### src/rtl/dmem_arbiter.sv
// Data-memory arbiter between the CPU MEM stage and a host loader.
// CPU has priority until the host has lost STARVE_MAX times in a row.
module dmem_arbiter #(
  parameter int ARQ              = 16,
  parameter int MEMORY_ADDR_SIZE = 13,
  parameter int STARVE_MAX       = 4,
  localparam int WCW             = $clog2(STARVE_MAX + 1)
) (
  input  logic                        clk,
  input  logic                        rst,
  input  logic                        cpu_rd_en,
  input  logic                        cpu_wr_en,
  input  logic [MEMORY_ADDR_SIZE-1:0] cpu_addr,
  input  logic [ARQ-1:0]              cpu_wdata,
  output logic                        cpu_stall,
  output logic                        cpu_rvalid,
  output logic [ARQ-1:0]              cpu_rdata,
  input  logic                        host_req,
  input  logic                        host_we,
  input  logic [MEMORY_ADDR_SIZE-1:0] host_addr,
  input  logic [ARQ-1:0]              host_wdata,
  output logic                        host_gnt,
  output logic                        host_rvalid,
  output logic [ARQ-1:0]              host_rdata,
  output logic                        mem_rd_en,
  output logic                        mem_wr_en,
  output logic [MEMORY_ADDR_SIZE-1:0] mem_addr,
  output logic [ARQ-1:0]              mem_wdata,
  input  logic [ARQ-1:0]              mem_rdata,
  output logic                        dbg_prio_host_o,
  output logic [WCW-1:0]              dbg_wait_cnt_o
);

  // Handshake: a requester holds its request until it sees itself granted
  // (cpu_stall=0 / host_gnt=1); read data returns exactly one cycle later
  // qualified by that requester's rvalid.
  typedef enum logic {PRIO_CPU = 1'b0, PRIO_HOST = 1'b1} state_t;

  localparam logic [WCW-1:0] WAIT_MAX = WCW'(STARVE_MAX);

  state_t         state_q, state_d;
  logic [WCW-1:0] wait_cnt_q, wait_cnt_d;
  logic           tag_cpu_q, tag_cpu_d;
  logic           tag_host_q, tag_host_d;
  logic           cpu_act, cpu_win, host_win, host_loss;

  always_comb begin
    cpu_act  = cpu_rd_en | cpu_wr_en;
    cpu_win  = 1'b0;
    host_win = 1'b0;
    if (!rst) begin
      if (state_q == PRIO_CPU) begin
        if (cpu_act)       cpu_win  = 1'b1;
        else if (host_req) host_win = 1'b1;
      end else begin
        if (host_req)      host_win = 1'b1;
        else if (cpu_act)  cpu_win  = 1'b1;
      end
    end
    host_loss = ~rst & host_req & ~host_win;
  end

  always_comb begin
    cpu_stall = ~rst & cpu_act & ~cpu_win;
    host_gnt  = host_win;
    // A simultaneous read+write from the CPU is treated as a write only.
    mem_rd_en = (cpu_win & ~cpu_wr_en) | (host_win & ~host_we);
    mem_wr_en = (cpu_win & cpu_wr_en) | (host_win & host_we);
    mem_addr  = '0;
    mem_wdata = '0;
    if (cpu_win) begin
      mem_addr  = cpu_addr;
      mem_wdata = cpu_wdata;
    end else if (host_win) begin
      mem_addr  = host_addr;
      mem_wdata = host_wdata;
    end
  end

  always_comb begin
    wait_cnt_d = wait_cnt_q;
    if (host_win)
      wait_cnt_d = '0;
    else if (host_loss && wait_cnt_q != WAIT_MAX)
      wait_cnt_d = wait_cnt_q + 1'b1;

    state_d = state_q;
    case (state_q)
      PRIO_CPU:  if (host_loss && wait_cnt_d == WAIT_MAX) state_d = PRIO_HOST;
      PRIO_HOST: if (host_win || !host_req)               state_d = PRIO_CPU;
      default:   state_d = PRIO_CPU;
    endcase

    tag_cpu_d  = cpu_win & cpu_rd_en & ~cpu_wr_en;
    tag_host_d = host_win & ~host_we;
  end

  always_ff @(posedge clk) begin
    if (rst) begin
      state_q    <= PRIO_CPU;
      wait_cnt_q <= '0;
      tag_cpu_q  <= 1'b0;
      tag_host_q <= 1'b0;
    end else begin
      state_q    <= state_d;
      wait_cnt_q <= wait_cnt_d;
      tag_cpu_q  <= tag_cpu_d;
      tag_host_q <= tag_host_d;
    end
  end

  // Gating with rst kills a result whose read was granted just before reset.
  always_comb begin
    cpu_rvalid  = tag_cpu_q & ~rst;
    host_rvalid = tag_host_q & ~rst;
    cpu_rdata   = cpu_rvalid  ? mem_rdata : '0;
    host_rdata  = host_rvalid ? mem_rdata : '0;
  end

  assign dbg_prio_host_o = (state_q == PRIO_HOST);
  assign dbg_wait_cnt_o  = wait_cnt_q;

endmodule

### config.mk
export PLATFORM = sky130hd
export DESIGN_NAME = dmem_arbiter
export DESIGN_NICKNAME = d
export VERILOG_FILES = /design/src/rtl/dmem_arbiter.sv
export SDC_FILE = /design/constraint.sdc
export NUM_CORES = 1
export LEC_CHECK = 0
export BUFFER_PORTS_ARGS = -buffer_cell sky130_fd_sc_hd__buf_2
export CAP_MARGIN = 20
export CORE_MARGIN = 2
export CORE_UTILIZATION = 27
export DETAILED_ROUTE_END_ITERATION = 12
export PLACE_DENSITY = 0.9
export SLEW_MARGIN = 15
export SYNTH_ARGS = -nofsm -noshare
export SYNTH_HDL_FRONTEND = slang
export SYNTH_SLANG_ARGS = --single-unit
### constraint.sdc
create_clock -name clk -period 1.7 [get_ports clk]
set_clock_uncertainty 0.1 [all_clocks]
set_input_delay 0.255 -clock clk [delete_from_list [all_inputs] [get_ports clk]]
set_output_delay 0.255 -clock clk [all_outputs]
set_load 0.005 [all_outputs]
# Word-level counts from Yosys, hierarchy flattened

Index checks and enable logic that the tools add are counted.
W data, S select, Z words.

Word-level logic and storage cells: 51
Input port bits: 80
Bits in registers: 6

Muxes and demuxes: 19
Equal/unequal tests: 2
Bitwise gates (word level): 21
Add/subtract/negate cells: 1
Reductions and logical operators: 4

Operators by type and width:

| kind                  | count |
|---|---|
| $mux W16              | 4 |
| $mux W13              | 2 |
| $and A1 B1 Y1         | 12 |
| $mux W1               | 10 |
| $mux W3               | 2 |
| $not A1 Y1            | 6 |
| $add A3 B1 Y3 const B | 1 |
| $eq A3 B3 Y1 const B  | 1 |
| $ne A3 B3 Y1 const B  | 1 |
| $or A1 B1 Y1          | 3 |
| $logic_and A1 B1 Y1   | 2 |
| $pmux W1 S2           | 1 |
| $logic_not A1 Y1      | 1 |
| $logic_or A1 B1 Y1    | 1 |

# Logic depth before layout (Yosys ltp)

Depth in word-level cells: 13
Gate-level depth with buffers: 5

# Worst setup path before layout

No wires, ideal clock.

Kind: register -> output
Start point: register state_q (netlist: dbg_prio_host_o)
End point: output port mem_addr[0]
Data arrival time: 1.109 ns
Path slack: 0.236 ns
Path buffers: 2
Cell stages (with the launch flop): 6
Required time: 1.345 ns
Path through: dfxtp_1 -> o21ba_2 -> nor2b_1 -> buf_4 -> buf_6 -> a22o_1

Longest elaborated chain between the ends: 4
Elaborated cells between the ends (all ways): 6

RTL lines:

| item                   | line | source |
|---|---|---|
| from (decl)            | 41   | `state_t state_q, state_d;` |
| from (signal assigned) | 105  | `state_q <= state_d;` |
| $mux W1                | 52   | `if (state_q == PRIO_CPU) begin` |
| $mux W1                | 51   | `if (!rst) begin` |
| net host_gnt           | 22   | `output logic host_gnt,` |
| $mux W13               | 74   | `end else if (host_win) begin` |
| $mux W13               | 71   | `if (cpu_win) begin` |
| to (decl)              | 27   | `output logic [MEMORY_ADDR_SIZE-1:0] mem_addr,` |

The timed path passes the listed nets, and every way through them passes these cells.

# Worst setup path after layout

Start point: register state_q (netlist: dbg_prio_host_o)
End point: output port mem_wdata[5]

Longest elaborated chain between the ends: 4
Elaborated cells between the ends (all ways): 6

RTL lines:

| item         | line | source |
|---|---|---|
| $mux W1      | 52   |  |
| $mux W1      | 51   |  |
| $mux W16     | 74   |  |
| $mux W16 (*) | 71   |  |
| to (decl)    | 28   | `output logic [ARQ-1:0] mem_wdata,` |

Every way passes the cells marked *; elsewhere a longest branch is shown, timed or not.

==> reports/metrics.yaml <==
yosysSeqAreaShare_pct: 13.71
insertion_delay_ns: 0.25
dr.pass1.iters: 4
num_io_pins: 151
timing.final.crit_period_ns: 1.787
synthesis.area_sq_um: 875.8
cp-end-kind: "output pin"
die_height_microns: 60.96
synth_area_per_cell_sq_um: 7.683
final_cells: 314
start_util_pct: 28.46
grtUsageTotal_pct: 17.44
grt_max_degree: 30
buffer_ports.inserted: 150
switching_power_w: 0.0001957
setup_viol_count_final: 31
cts_tree: "done"
wl_per_cell_microns: 13.01
gp_congestion: 0.9166
fin_util_pct: 59.63
swShare_pct: 31.76
drt_iter0_markers: 48
start_kind: "flop"
dieArea_sq_um: 3716
area_delta_synth_final_pct: 109.6
slowest_delay_ns: 0.36
first_global_vias: 1116
layout.nets: 353
yosysUniqueCellTypes: 23
dp.cells: 303
violations: "negative setup slack"
period_share_pct: 105.1
grt_pass1_wl_microns: 4892
syn_nets: 196
hold_class: "in2reg"
placed_cell_area_sq_um: 1687
cp_max_fo: 14
cp_slowest_cell: "dfxtp_4"
r2r_slack_ns: 0.21
power_w: 0.0006163
pre_cts_slack_ns: 0.05375
relSlewSlack_pct: 78.13
crit_chain: "a211oi_4, buf_4, clkbuf_16, a22o_1, buf_2"
core_area_sq_um: 3078
grt_overflow_total: 0
clk_path_buf_depth: 2
cp.arrival_ns: 1.43
h-tree-depth: 1
route.vias.total: 1467
pwr-share-comb_pct: 52.9
ctsHoldBuffers: 0
syn_inst: 114
grtUsageMet1_pct: 18.41
p_per_area_nw_per_um2: 335.8
drt-total-wl_microns: 4084
path_class: "reg2out"
final.setup.worst_slack_ns: -0.08709
required_ns: 1.34
vdd_ir_drop_max_mv: 0.2493
cts.sinks: 6
gr-usage-met2_pct: 33.03
routed_via_density: 4.672
ys_warn_count: 0
drc_errors: 0
clkTransAtPathRegs_ns: 0.06
tightest_slew_ns: 0.3276
synth-seq-cells: 6
seqPwrFrac_pct: 24.3
clkPwrFrac_pct: 22.8
max_clock_freq_mhz: 559.6
die_w_microns: 60.96
p_int_w: 0.0004206
slew_viol_final: 0
cts_buffers: 3
p_leak_nw: 1.115
fill_cells: 283
drive_gt1_share_pct: 62.83
antenna_found_initial: 2
antenna_left: 0
num_rows: 20
rsz0062_at_grt: "true"
use_met3_pct: 5.117
grt-busiest-layer: "met2"
root_buffer: "clkbuf_4"
hpwl_microns: 3048
drv_cap: 0
design_area_sq_um: 1836
status: "complete, but fails checks"
hold_viol_final: 0
cells in the final DEF (no fill, tap or decap), drive strengths merged:
master,instances
ha,2
o21ba,1
clkbuf,6
a32oi,1
a31oi,2
nor2,3
o21ai,1
and2,34
nand2,3
dfxtp,6
a22o,31
a21oi,2
buf,159
a211oi,2
diode,1
nor2b,4
inv,4
nand2b,2
nor3,1
nand3b,1
nand4,4
power by group through the flow:
stage	logic (W)	registers, W	clock network (W)
after floorplan	0.000117	0.000153	0
after global routing	0.000358	0.000151	0.000147
after detailed placement	0.000289	0.000154	0
after CTS	0.000300	0.000150	0.000134
final	0.000326	0.000150	0.000141
after global placement	0.000283	0.000154	0
stage by stage:
stage / hold WS, ns / TNS, ns
after floorplan: 0.2244 / 0
after global placement: 0.4368 / 0
after detailed placement: 0.4501 / 0
after CTS: 0.1908 / -1.390
after global routing: 0.2108 / -3.407
final: 0.1821 / -2.166
sequential cells by signal (all words and copies together) (netlist names):
| signal | count |
|---|---|
| dbg_prio_host_o | 1 |
| dbg_wait_cnt_o | 3 |
| tag_cpu_q | 1 |
| tag_host_q | 1 |
area by class of cell:
cell class	instances	area, sq um	share of cell area, %
Antenna cell	1	2.502	0.1363
Clock buffer	3	22.52	1.227
Inverter	4	15.01	0.8180
Multi-Input combinational cell	94	694.4	37.83
Sequential cell	6	123.9	6.748
Tap cell	44	55.05	2.999
Timing Repair Buffer	162	922.1	50.24
synth_stat cells (all sizes together):
library cell	n	area share, %
o21ba	1	1.1
inv	4	1.7
nand4	4	2.9
a32oi	1	1.0
nor2	3	1.3
nor2b	4	2.9
nand2b	2	1.4
a21oi	2	1.1
clkbuf	3	1.3
dfxtp	6	14
buf	7	6.4
nor3	1	0.57
and2	34	24
a211oi	2	2.3
a31oi	2	1.4
nand2	3	1.3
a22o	31	31
o21ai	1	0.57
ha	2	2.9
nand3b	1	0.86
what timing repair did:
item,CTS,global route
gates resized for setup,5,2
buffers inserted,1,3
pin swaps,5,3
cloned,1,2
hold endpoints to repair,0,0
endpoints found under the setup margin,32,31
layer usage:
layer  wire, microns  part of all wire (%)
met5              13                  0.32
met4              47                   1.2
met3             429                    11
met2            2029                    50
met1            1563                    38
logic make-up (layout without fill, tap and decap cells):
| group | Yosys count | in the layout | share of synthesized area [%] |
|---|---|---|---|
| DFF | 6 | 6 | 13.71 |
| AOI/OAI and AO/OA | 40 | 40 | 38.57 |
| adders and majority gates | 2 | 2 | 2.857 |
| buffers and inverters | 14 | 169 | 9.428 |
| other | 0 | 1 | 0 |
| and+or+nand+nor | 52 | 52 | 35.43 |
worst paths after layout:
kind | start | endpoint | cells after the start
worst max register to register | dbg_wait_cnt_o[0]$_SDFF_PP0_ | dbg_prio_host_o$_SDFF_PP0_ | 5
worst min-delay path | rst | dbg_wait_cnt_o[1]$_SDFF_PP0_ | 2
worst min register to register | dbg_wait_cnt_o[1]$_SDFF_PP0_ | dbg_wait_cnt_o[1]$_SDFF_PP0_ | 2
worst max-delay path | dbg_prio_host_o$_SDFF_PP0_ | mem_wdata[5] | 5
critical path, delay by kind of cell (launching register included):
| kind | cells | cell delay (ns) |
|---|---|---|
| AO/OA/AOI/OAI | 2 | 0.40 |
| buffers and inverters | 3 | 0.42 |
| flip-flops | 1 | 0.36 |
Note: power is estimated with default switching activity, not from simulation.
